$ cat config.mk
export PLATFORM = sky130hd
export DESIGN_NAME = steer_en_ctrl
export DESIGN_NICKNAME = d
export VERILOG_FILES = /design/src/rtl/steer_en_ctrl.sv
export SDC_FILE = /design/constraint.sdc
export NUM_CORES = 1
export LEC_CHECK = 0
export ABC_AREA = 1
export ABC_CLOCK_PERIOD_IN_PS = 4300
export BUFFER_PORTS_ARGS = -buffer_cell sky130_fd_sc_hd__buf_2
export CAP_MARGIN = 0
export CELL_PAD_IN_SITES_DETAIL_PLACEMENT = 1
export CELL_PAD_IN_SITES_GLOBAL_PLACEMENT = 1
export CORE_UTILIZATION = 42
export CTS_CLUSTER_SIZE = 10
export DETAILED_ROUTE_END_ITERATION = 6
export HOLD_SLACK_MARGIN = 0.02
export PLACE_DENSITY_LB_ADDON = 0.25
export SLEW_MARGIN = 20
export SYNTH_ARGS = -nofsm -noshare
export SYNTH_HDL_FRONTEND = slang
export SYNTH_SLANG_ARGS = --single-unit
$ cat constraint.sdc
create_clock -name clk -period 4.3 [get_ports clk]
set_input_delay 0.86 -clock clk [delete_from_list [all_inputs] [get_ports clk]]
set_output_delay 0.86 -clock clk [all_outputs]
set_load 0.005 [all_outputs]
$ cat src/rtl/steer_en_ctrl.sv
// -----------------------------------------------------------------------------
// steer_en_ctrl
//   Rider-detect / steering-enable controller. Captures load-cell sample pairs,
//   derives weight and balance flags from them, and sequences a three-state
//   controller: no rider (IDLE) -> rider settling (WAIT) -> steering (STEER).
//
//   Parameters
//     LC_W          load-cell sample width
//     MIN_RIDER_WT  nominal minimum rider weight (sum units)
//     WT_HYST       hysteresis around MIN_RIDER_WT
//     TMR_CYCLES    settle time in clocks
//     STEPOFF_N     consecutive step-off samples needed to leave STEER
//
//   Ports
//     clk        system clock
//     rst_n      asynchronous active-low reset
//     lft_ld     left load-cell sample
//     rght_ld    right load-cell sample
//     ld_vld     one-cycle strobe, lft_ld/rght_ld pair valid
//     en_steer   steering enabled (STEER)
//     rider_off  no rider present (IDLE)
//     settling   rider on, settle timer running (WAIT)
//
//   Configuration macro
//     STEER_FAST_SIM_EN  shortens the settle timer to a 10-bit, 1023-count
//                        timer for simulation; otherwise TMR_CYCLES is used.
// -----------------------------------------------------------------------------
module steer_en_ctrl #(
    parameter int unsigned LC_W         = 12,
    parameter int unsigned MIN_RIDER_WT = 12'h200,
    parameter int unsigned WT_HYST      = 12'h40,
    parameter int unsigned TMR_CYCLES   = 65_000_000,
    parameter int unsigned STEPOFF_N    = 4
) (
    input  logic            clk,
    input  logic            rst_n,
    input  logic [LC_W-1:0] lft_ld,
    input  logic [LC_W-1:0] rght_ld,
    input  logic            ld_vld,
    output logic            en_steer,
    output logic            rider_off,
    output logic            settling
);

    localparam int unsigned SUM_W = LC_W + 1;

`ifdef STEER_FAST_SIM_EN
    localparam int unsigned TMR_W  = 10;
    localparam int unsigned TMR_TC = 1023;
`else
    localparam int unsigned TMR_W  = $clog2(TMR_CYCLES);
    localparam int unsigned TMR_TC = TMR_CYCLES - 1;
`endif

    localparam logic [TMR_W-1:0] TMR_FULL = TMR_W'(TMR_TC);

    // Count must be able to hold STEPOFF_N for the one cycle it takes the
    // state to leave STEER after the final step-off sample.
    localparam int unsigned      SO_W    = $clog2(STEPOFF_N + 1);
    localparam logic [SO_W-1:0]  SO_LAST = SO_W'(STEPOFF_N - 1);

    localparam logic [SUM_W-1:0] TH_HI = SUM_W'(MIN_RIDER_WT + WT_HYST);
    localparam logic [SUM_W-1:0] TH_LO = SUM_W'(MIN_RIDER_WT - WT_HYST);

    typedef enum logic [1:0] {
        IDLE  = 2'd0,
        WAIT  = 2'd1,
        STEER = 2'd2
    } state_t;

    state_t            state, state_nxt;
    logic [LC_W-1:0]   lft_r, rght_r;
    logic              smp_new;
    logic [TMR_W-1:0]  tmr;
    logic              tmr_full;
    logic              tmr_clr;
    logic [SO_W-1:0]   so_cnt;

    logic [SUM_W-1:0]  sum;
    logic [LC_W-1:0]   diff;
    logic              sum_gt_min, sum_lt_min;
    logic              diff_gt_1_4, diff_gt_15_16;

    // Sample capture; smp_new marks the cycle after a capture.
    always_ff @(posedge clk or negedge rst_n) begin
        if (!rst_n) begin
            lft_r   <= '0;
            rght_r  <= '0;
            smp_new <= 1'b0;
        end else begin
            smp_new <= ld_vld;
            if (ld_vld) begin
                lft_r  <= lft_ld;
                rght_r <= rght_ld;
            end
        end
    end

    always_comb begin
        sum  = {1'b0, lft_r} + {1'b0, rght_r};
        diff = (lft_r >= rght_r) ? (lft_r - rght_r) : (rght_r - lft_r);
        sum_gt_min    = sum > TH_HI;
        sum_lt_min    = sum < TH_LO;
        diff_gt_1_4   = {1'b0, diff} > (sum >> 2);
        diff_gt_15_16 = {1'b0, diff} > (sum - (sum >> 4));
    end

    assign tmr_full = (tmr == TMR_FULL);

    always_ff @(posedge clk or negedge rst_n) begin
        if (!rst_n)
            state <= IDLE;
        else
            state <= state_nxt;
    end

    always_comb begin
        state_nxt = state;
        tmr_clr   = 1'b0;
        case (state)
            IDLE: begin
                if (sum_gt_min) begin
                    state_nxt = WAIT;
                    tmr_clr   = 1'b1;
                end
            end
            WAIT: begin
                if (!sum_gt_min)
                    state_nxt = IDLE;
                else if (diff_gt_1_4)
                    tmr_clr = 1'b1;
                else if (tmr_full)
                    state_nxt = STEER;
            end
            STEER: begin
                if (sum_lt_min)
                    state_nxt = IDLE;
                else if (smp_new && diff_gt_15_16 && (so_cnt == SO_LAST)) begin
                    state_nxt = WAIT;
                    tmr_clr   = 1'b1;
                end
            end
            default: state_nxt = IDLE;
        endcase
    end

    // Settle timer: cleared on WAIT entry or imbalance, saturates at full.
    always_ff @(posedge clk or negedge rst_n) begin
        if (!rst_n)
            tmr <= '0;
        else if (tmr_clr)
            tmr <= '0;
        else if (state == WAIT && !tmr_full)
            tmr <= tmr + 1'b1;
    end

    // Consecutive step-off sample counter, only live in STEER.
    always_ff @(posedge clk or negedge rst_n) begin
        if (!rst_n)
            so_cnt <= '0;
        else if (state != STEER)
            so_cnt <= '0;
        else if (smp_new)
            so_cnt <= diff_gt_15_16 ? so_cnt + 1'b1 : '0;
    end

    assign rider_off = (state == IDLE);
    assign settling  = (state == WAIT);
    assign en_steer  = (state == STEER);

endmodule
==> reports/metrics.csv, run 1 <==
metric,value,unit
synth_top_area_frac,0.233,
multi_input_area,4210,sq um
routedWlPerCell,17.0,microns
syn_avg_cell_area,7.11,sq um
async_reset_ff_frac,1.00,
grt_pass1_wl,31100,microns
hold_class,input pin to asynchronous set/reset pin,
grtUsageMet1,0.343,
fillerInstances,1771,
slowest_stage,dfrtp_1,
drc,0,
tns,-5.10,ns
endpoint,tmr[20]$_DFFE_PN0P_,
cts-root-buf,clkbuf_16,
utilization,0.531,
yosysMostFrequentCell,nand2_1,
netlist_top_cells_area,"dfrtp_1 23%, ha_1 14%, nand2_1 13%",
coreArea,13900,sq um
die_h,122,microns
finalNonFillerCells,1129,
io_buffers,29,
final_cell_area,7410,sq um
worstReg2RegEnd,tmr[20]$_DFFE_PN0P_,
fin_nets,1046,
ff2ff_path_depth,30,
crit_top_cell,nand2_2,
p_leak,3.68,nW
cts.sinks,56,
r2r-start,lft_r[0]$_DFFE_PN0P_,
placed_area,6760,sq um
peakVddDrop,220,uV
outcome,"complete, but fails checks",
num_vias,5953,
timing.reg2reg.setup_slack,-0.21,ns
die_x,122,microns
ys_types,54,
startpoint_type,register,
worstPathRequired,4.49,ns
fin_crit_sh,1.05,
relSlewSlack,0.484,
viasPerCell,5.27,
grt-ovfl-total,0,
synth_edf_count,0,
worstPathArrival,4.70,ns
synth_commonest_cells,"206 x nand2_1, 137 x inv_1, 67 x ha_1",
tightestPinTransition,0.774,ns
gp_congestion,0.850,
timing.hold.ws,0.454,ns
cts_buffer_depth,2,
crit_fanout,6,
htreeDepth,2,
ys_ff_latch,56,
fmax,0.222,GHz
finalWirelength,19200,microns
grt_pass1_vias,6437,
grt_usage,0.268,
place_inst,1103,
fin_worst_skew,0.0107,ns
dieArea,14800,sq um
start_util,0.432,
numCtsBuffers,5,
synth_nets,944,
yosys_warnings,0,
synthToLayoutAreaGrowth,23.1,%
worstSetupPathType,register to register,
grt_start_max_net_pins,49,
cp-startpoint,lft_r[0]$_DFFE_PN0P_,
gr-usage-met2,0.472,
finalPower,4.15,mW
grt-busiest-layer,met2,
synth_area,6010,sq um
rsz0062_at_grt,true,
hpwl,15000,microns
endpoint_kind,register,
ys_seq_area_frac,0.233,
clk-insertion-delay-late,0.31,ns
fin_crit,4.51,ns
violations,negative setup slack,
synth_cells,846,
power_density,560,nW/um^2
path_clk_slew,0.08,ns
firstDrtPassIters,4,
drtIter0Drc,242,
antenna_found_initial,0,
max_stage_delay,0.37,ns
setup_slack,-0.210,ns
n_antenna_cell,0,
ys.flop_type,dfrtp_1,
ios,30,
register_area,1400,sq um
drv_cap,0,
cts_tree,yes,
post-place-ws,-0.310,ns
layout-drive-gt1-share,0.258,
grt_util_met3,0.0234,
hold_viol_final,0,
fp-row-count,43,
finalSetupViolations,29,
ant_nets,0,
synth_top_cell_by_area,dfrtp_1,
slew_viol_final,0,
[routing by layer]
| layer | share of wire | up-vias |
|---|---|---|
| met5 | 0 | - |
| met3 | 0.030 | 40 |
| met2 | 0.49 | 93 |
| met4 | 0.027 | 0 |
| met1 | 0.45 | 2914 |
| li1 | - | 2906 |
[timing repair]
action                                  CTS  global route
pin swaps                                19            22
endpoints found under the setup margin   31            31
cloned                                    2             0
gates resized for setup                  38            37
hold buffers                              0             0
setup buffers                             9             7
[worst min path at each step]
stage / slack, ns / cells past startpoint / endpoint / start
floorplan: 0.48 / 2 / so_cnt[1]$_DFFE_PN0P_ / so_cnt[1]$_DFFE_PN0P_
global placement: 0.51 / 2 / so_cnt[1]$_DFFE_PN0P_ / so_cnt[1]$_DFFE_PN0P_
detailed placement: 0.55 / 2 / tmr[18]$_DFFE_PN0P_ / tmr[18]$_DFFE_PN0P_
CTS: 0.47 / 1 / so_cnt[2]$_DFFE_PN0P_ / rst_n
global route: 0.47 / 1 / so_cnt[2]$_DFFE_PN0P_ / rst_n
finish: 0.45 / 1 / so_cnt[2]$_DFFE_PN0P_ / rst_n
[cell type report]
| type | instances | area share |
|---|---|---|
| well taps | 180 | 0.0304 |
| clock inverters | 2 | 0.00524 |
| flip-flops and latches | 56 | 0.189 |
| inverters | 144 | 0.0740 |
| clock buffers | 6 | 0.0174 |
| multi-input cells | 631 | 0.568 |
| repair buffers | 110 | 0.116 |
[state kept, by name, summed over array words and instances, names as in the netlist]
signal,cells
lft_r,12
rght_r,12
smp_new,1
so_cnt,3
state,2
tmr,26
[layout by cell type (no fill, tap or decap), drive strengths merged, types with 2 or more instances in the layout]
| master | synthesis | final |
|---|---|---|
| buf | 10 | 110 |
| ha | 67 | 67 |
| o21bai | 6 | 6 |
| nor2 | 83 | 83 |
| inv | 143 | 144 |
| a31oi | 2 | 2 |
| o211ai | 2 | 2 |
| nor4 | 6 | 6 |
| a21o | 3 | 3 |
| or2 | 2 | 2 |
| xor2 | 30 | 30 |
| o21ai | 44 | 44 |
| nor3 | 7 | 7 |
| fa | 4 | 4 |
| nor4b | 2 | 2 |
| nand3b | 3 | 3 |
| nand4 | 22 | 22 |
| o31ai | 2 | 2 |
| nand2 | 220 | 220 |
| nand3 | 70 | 70 |
| a21oi | 36 | 36 |
| xnor2 | 10 | 10 |
| mux2i | 2 | 2 |
| clkbuf | 5 | 6 |
| dfrtp | 56 | 56 |
[report_power, final]
group | switching [mW] | internal [mW] | total (mW)
combinational | 1.70 | 1.37 | 3.07
sequential | 0.0298 | 0.562 | 0.591
clock | 0.209 | 0.278 | 0.487
total | 1.94 | 2.21 | 4.15
[worst max-delay path: cells and delay by family, from the launching register on]
kind	cells	cell delay [ns]
and+or+nand+nor	15	1.40
adders and majority gates	4	1.10
AOI/OAI and AO/OA	6	0.98
DFF	1	0.37
buffers and inverters	4	0.37
xor gates and xnor gates	1	0.18
[cell families (layout without fill, tap and decap cells)]
family	count (synthesis)	after routing	share of synthesized area
flops	56	56	0.233
fa+ha+maj	71	71	0.153
simple gates	416	416	0.332
compound gates	101	101	0.0986
buf+inv	159	262	0.112
xor+xnor	40	40	0.0670
mux	3	3	0.00520
No activity file was read; power rests on OpenSTA's default activity.
==> run 2: changes to the inputs <==
--- a/config.mk
+++ b/config.mk
@@ -16,6 +16,7 @@
 export DETAILED_ROUTE_END_ITERATION = 6
 export HOLD_SLACK_MARGIN = 0.02
 export PLACE_DENSITY_LB_ADDON = 0.25
+export RECOVER_POWER = 100
 export SLEW_MARGIN = 20
 export SYNTH_ARGS = -nofsm -noshare
 export SYNTH_HDL_FRONTEND = slang
==> run 2 against run 1 <==
Effect of this change:
- the flow finishes with violations (max-capacitance violations, max-slew violations, negative setup slack)
- combinational power barely moved
- wire length about the same
- maximum frequency up 0.41%
- register-to-register slack improved by 0.02 ns
- hold slack better by 0.094 ns
- final area fell by 0.14%
- first-iteration DRC count rose by 2.5%
- setup slack better by 0.018 ns
- die area did not move
- critical endpoint unchanged
- largest power group unchanged
==> reports/metrics.csv, run 2 (synthesized netlist as in run 1, its figures left out) <==
metric,value,unit
tightestPinTransition,2.39,ns
cts.sinks,56,
place_inst,1103,
final_common_cell,nand2_1,
grt_usage,0.268,
antenna_found_initial,0,
n_antenna_cell,0,
worstSetupPathType,register to register,
fp-row-count,43,
synthToLayoutAreaGrowth,23.0,%
grt-ovfl-total,0,
fin_crit_sh,1.04,
finalPower,4.15,mW
endpoint_kind,register,
hpwl,15000,microns
layout_common_cells,"198 x nand2_1, 133 x inv_1, 70 x buf_4",
startpoint_type,register,
regMostFlops,tmr,
ant_nets,0,
worstPathRequired,4.49,ns
outcome,"complete, but fails checks",
numCtsBuffers,5,
die_x,122,microns
register_area,1400,sq um
routedWlPerCell,17.0,microns
cts_buffer_depth,2,
reg_top3,"tmr x26, lft_r x12, rght_r x12",
multi_input_area,4210,sq um
num_vias,5965,
fin_nets,1046,
start_util,0.432,
hold_class,register to register,
io_buffers,29,
slowest_stage,dfrtp_1,
viasPerCell,5.28,
slew_viol_final,94,
grt_pass1_vias,6437,
critPathTopFamily,simple AND/OR/NAND/NOR gates,
fillerInstances,1771,
crit_top_cell,nand2_2,
die_h,122,microns
crit_buf_inv,4,
grt_start_max_net_pins,49,
finalSetupViolations,29,
fin_crit,4.49,ns
largest_reg_flops,26,
power_density,561,nW/um^2
crit_fanout,6,
coreArea,13900,sq um
hold_viol_final,0,
setup_slack,-0.191,ns
worstPathArrival,4.68,ns
dieArea,14800,sq um
gp_congestion,0.850,
fmax,0.223,GHz
rsz0062_at_grt,true,
finalWirelength,19200,microns
drv_cap,2,
p_leak,3.66,nW
relSlewSlack,-0.593,
path_clk_slew,0.08,ns
clk-insertion-delay-late,0.30,ns
layout-drive-gt1-share,0.252,
fin_worst_skew,0.0107,ns
drc,0,
max_stage_delay,0.37,ns
ios,30,
cts-root-buf,clkbuf_16,
peakVddDrop,220,uV
drtIter0Drc,248,
grt_pass1_wl,31100,microns
cts_tree,yes,
post-place-ws,-0.310,ns
violations,"max-capacitance violations, max-slew violations, negative setup slack",
finalNonFillerCells,1129,
htreeDepth,2,
firstDrtPassIters,4,
-- run 2: cell types whose count changed in the layout (fill, tap and decap cells not counted), sizes merged --
cell    delta
buf        -6
clkbuf     +6
-- run 2: timing repair --
| action | 4_1_cts | 5_1_grt |
|---|---|---|
| setup endpoints to repair | 31 | 31 |
| hold buffers | 0 | 0 |
| hold endpoints to repair | 0 | 0 |
| setup buffers | 9 | 7 |
| resized for setup | 38 | 37 |
| pin swaps | 19 | 22 |
| gates cloned | 2 | 0 |
-- run 2: layout make-up --
type	instances	area share
Inverter	144	0.0741
Timing Repair Buffer	110	0.115
Tap cell	180	0.0305
Sequential cell	56	0.189
Multi-Input combinational cell	631	0.569
Clock inverter	2	0.00524
Clock buffer	6	0.0174
-- run 2: worst paths after layout --
check | end | cells past startpoint | slack (ns) | from
max | tmr[20]$_DFFE_PN0P_ | 30 | -0.19 | lft_r[0]$_DFFE_PN0P_
max reg2reg | tmr[20]$_DFFE_PN0P_ | 30 | -0.19 | lft_r[0]$_DFFE_PN0P_
min reg2reg | so_cnt[2]$_DFFE_PN0P_ | 2 | 0.55 | so_cnt[2]$_DFFE_PN0P_
max in group asynchronous | lft_r[5]$_DFFE_PN0P_ | 2 | 0.91 | rst_n
min | so_cnt[2]$_DFFE_PN0P_ | 2 | 0.55 | so_cnt[2]$_DFFE_PN0P_
min in group asynchronous | so_cnt[2]$_DFFE_PN0P_ | 1 | 0.65 | rst_n
-- run 2: worst register-to-register path, delay by kind of cell, from the launching register on --
| family | cells | cell delay [ns] |
|---|---|---|
| AOI/OAI and AO/OA | 6 | 0.99 |
| and+or+nand+nor | 15 | 1.38 |
| DFF | 1 | 0.37 |
| adders and majority gates | 4 | 1.10 |
| buffers and inverters | 4 | 0.38 |
| xor gates and xnor gates | 1 | 0.18 |
-- run 2: stage by stage --
step                hold slack (ns)  utilization  TNS, ns  area [sq um]
finish                        0.549        0.531    -4.57          7400
global route                  0.594        0.531   -11.68          7400
CTS                           0.469        0.517    -2.40          7200
detailed placement            0.549        0.485    -7.84          6760
global placement              0.509        0.485   -0.654          6760
floorplan                     0.482            -        0          6010
-- run 2: where the power goes --
part / leakage, nW / switching [mW] / internal [mW]
registers: 0.729 / 0.0298 / 0.562
logic: 2.85 / 1.70 / 1.37
clock network: 0.0815 / 0.207 / 0.278
-- run 2: layer usage --
metal	track usage	vias to the layer above	routed length, microns
li1	-	2908	-
met4	0.0880	0	489
met3	0.0234	39	583
met1	0.343	2924	8650
met5	0	-	0
met2	0.472	94	9480
==> run 3: changes to the inputs <==
--- a/config.mk
+++ b/config.mk
@@ -11,7 +11,7 @@
 export CAP_MARGIN = 0
 export CELL_PAD_IN_SITES_DETAIL_PLACEMENT = 1
 export CELL_PAD_IN_SITES_GLOBAL_PLACEMENT = 1
-export CORE_UTILIZATION = 42
+export CORE_UTILIZATION = 30
 export CTS_CLUSTER_SIZE = 10
 export DETAILED_ROUTE_END_ITERATION = 6
 export HOLD_SLACK_MARGIN = 0.02
==> run 3 against run 2 <==
Effect of this change:
- the run still ends with max-capacitance violations, max-slew violations, negative setup slack left
- total power shrank 3.0%
- via count decreased by 3.1%
- setup slack improved by 0.18 ns
- critical path depth shrank 1
- sequential share of layout area down 0.49 points
- sequential power about the same
- register-to-register slack improved by 0.18 ns
- final cell count up 9.7%
- hold slack got worse by 0.023 ns
- wire length fell by 6.5%
- maximum frequency up 4.2%
==> reports/metrics.csv, run 3 (synthesized netlist as in run 1, its figures left out) <==
metric,value,unit
finalNonFillerCells,1238,
htreeDepth,2,
hpwl,14800,microns
n_antenna_cell,0,
worstPathRequired,4.51,ns
io_buffers,29,
rsz0062_at_grt,true,
reg_top3,"tmr x26, lft_r x12, rght_r x12",
violations,"max-capacitance violations, max-slew violations, negative setup slack",
fin_nets,1070,
worstSetupPathType,register to register,
slew_viol_final,85,
die_h,144,microns
regMostFlops,tmr,
routedWlPerCell,14.5,microns
cts_tree,yes,
dieArea,20600,sq um
finalWirelength,18000,microns
endpoint_kind,register,
grt-ovfl-total,0,
coreArea,19500,sq um
grt_pass1_vias,5953,
fp-row-count,51,
grt_start_max_net_pins,49,
relSlewSlack,-0.298,
final_common_cell,nand2_1,
outcome,"complete, but fails checks",
cts-root-buf,clkbuf_16,
fin_crit_sh,1.00,
tightestPinTransition,1.95,ns
crit_top_cell,nand2_2,
numCtsBuffers,5,
cts.sinks,56,
slowest_stage,fa_2,
cts_buffer_depth,2,
power_density,530,nW/um^2
viasPerCell,4.67,
setup_slack,-0.0117,ns
holdPathStages,2,
ios,30,
p_leak,3.77,nW
ant_nets,0,
clk-insertion-delay-late,0.32,ns
gp_congestion,0.817,
grt_pass1_wl,29700,microns
layout_common_cells,"201 x nand2_1, 134 x inv_1, 95 x buf_4",
synthToLayoutAreaGrowth,26.3,%
num_vias,5780,
place_inst,1215,
die_x,144,microns
fin_worst_skew,0.00804,ns
largest_reg_flops,26,
firstDrtPassIters,4,
crit_fanout,7,
ff2ff_path_depth,29,
hold_viol_final,0,
startpoint_type,register,
hold_class,register to register,
finalSetupViolations,8,
fin_crit,4.31,ns
start_util,0.308,
grt_usage,0.186,
path_clk_slew,0.09,ns
layout-drive-gt1-share,0.259,
drtIter0Drc,200,
drc,0,
worstPathArrival,4.52,ns
fmax,0.232,GHz
post-place-ws,-0.187,ns
peakVddDrop,243,uV
drv_cap,2,
antenna_found_initial,0,
max_stage_delay,0.37,ns
==> run 3: cell types whose count changed in the layout (fill, tap and decap cells not counted), sizes merged <==
cell | before | now
bufinv | 1 | 0
buf | 104 | 128
inv | 144 | 146
clkbuf | 12 | 11
==> run 3: worst max-delay path, delay by kind of cell, from the launching register on <==
family / cells / cell delay [ns]
xor gates and xnor gates: 2 / 0.16
and+or+nand+nor: 13 / 1.18
AOI/OAI and AO/OA: 4 / 0.66
DFF: 1 / 0.36
adders and majority gates: 5 / 1.39
buffers and inverters: 5 / 0.49
==> run 3: final timing paths <==
path / from / end / slack [ns]
max reg2reg: rght_r[0]$_DFFE_PN0P_ / tmr[16]$_DFFE_PN0P_ / -0.01
min reg2reg: so_cnt[1]$_DFFE_PN0P_ / so_cnt[1]$_DFFE_PN0P_ / 0.53
min in group asynchronous: rst_n / lft_r[7]$_DFFE_PN0P_ / 0.79
min: so_cnt[1]$_DFFE_PN0P_ / so_cnt[1]$_DFFE_PN0P_ / 0.53
max: rght_r[0]$_DFFE_PN0P_ / tmr[16]$_DFFE_PN0P_ / -0.01
max in group asynchronous: rst_n / state[0]$_DFFE_PN0P_ / 1.10
==> run 3: metrics by stage <==
step / power (mW) / TNS, ns / instance area, sq um / hold WS, ns / utilization
after global routing: 4.35 / -5.52 / 7590 / 0.587 / 0.389
after floorplan: 2.20 / 0 / 6010 / 0.482 / -
final: 4.02 / -0.0585 / 7590 / 0.525 / 0.389
after detailed placement: 3.11 / -4.29 / 7060 / 0.508 / 0.361
after global placement: 3.06 / -1.39 / 7060 / 0.505 / 0.361
after CTS: 3.86 / -0.240 / 7410 / 0.528 / 0.380
==> run 3: report_power, final <==
group	switching, mW	internal, mW	total (mW)
combinational	1.62	1.35	2.97
clock	0.237	0.226	0.462
sequential	0.0276	0.562	0.589
==> run 3: layout make-up <==
cell class	instances	area (sq um)
Clock buffer	5	125
Clock inverter	3	28.8
Fill cell	2503	11900
Inverter	144	548
Multi-Input combinational cell	631	4170
Sequential cell	56	1400
Tap cell	265	332
Timing Repair Buffer	134	987
==> run 3: repair_timing <==
item / in CTS / in global routing
setup endpoints to repair: 26 / 31
resized for setup: 27 / 35
gates cloned: 1 / 0
setup buffers: 8 / 8
pin swaps: 8 / 22
hold buffers: 0 / 0
endpoints found under the hold margin: 0 / 0
==> run 3: metal layers <==
layer  share of wire  vias to the layer above  global-route usage
met4           0.011                        0              0.0426
met5               0                        -                   0
met2            0.47                       65               0.319
met1            0.49                     2745               0.245
li1                -                     2958                   -
met3           0.027                       12              0.0243
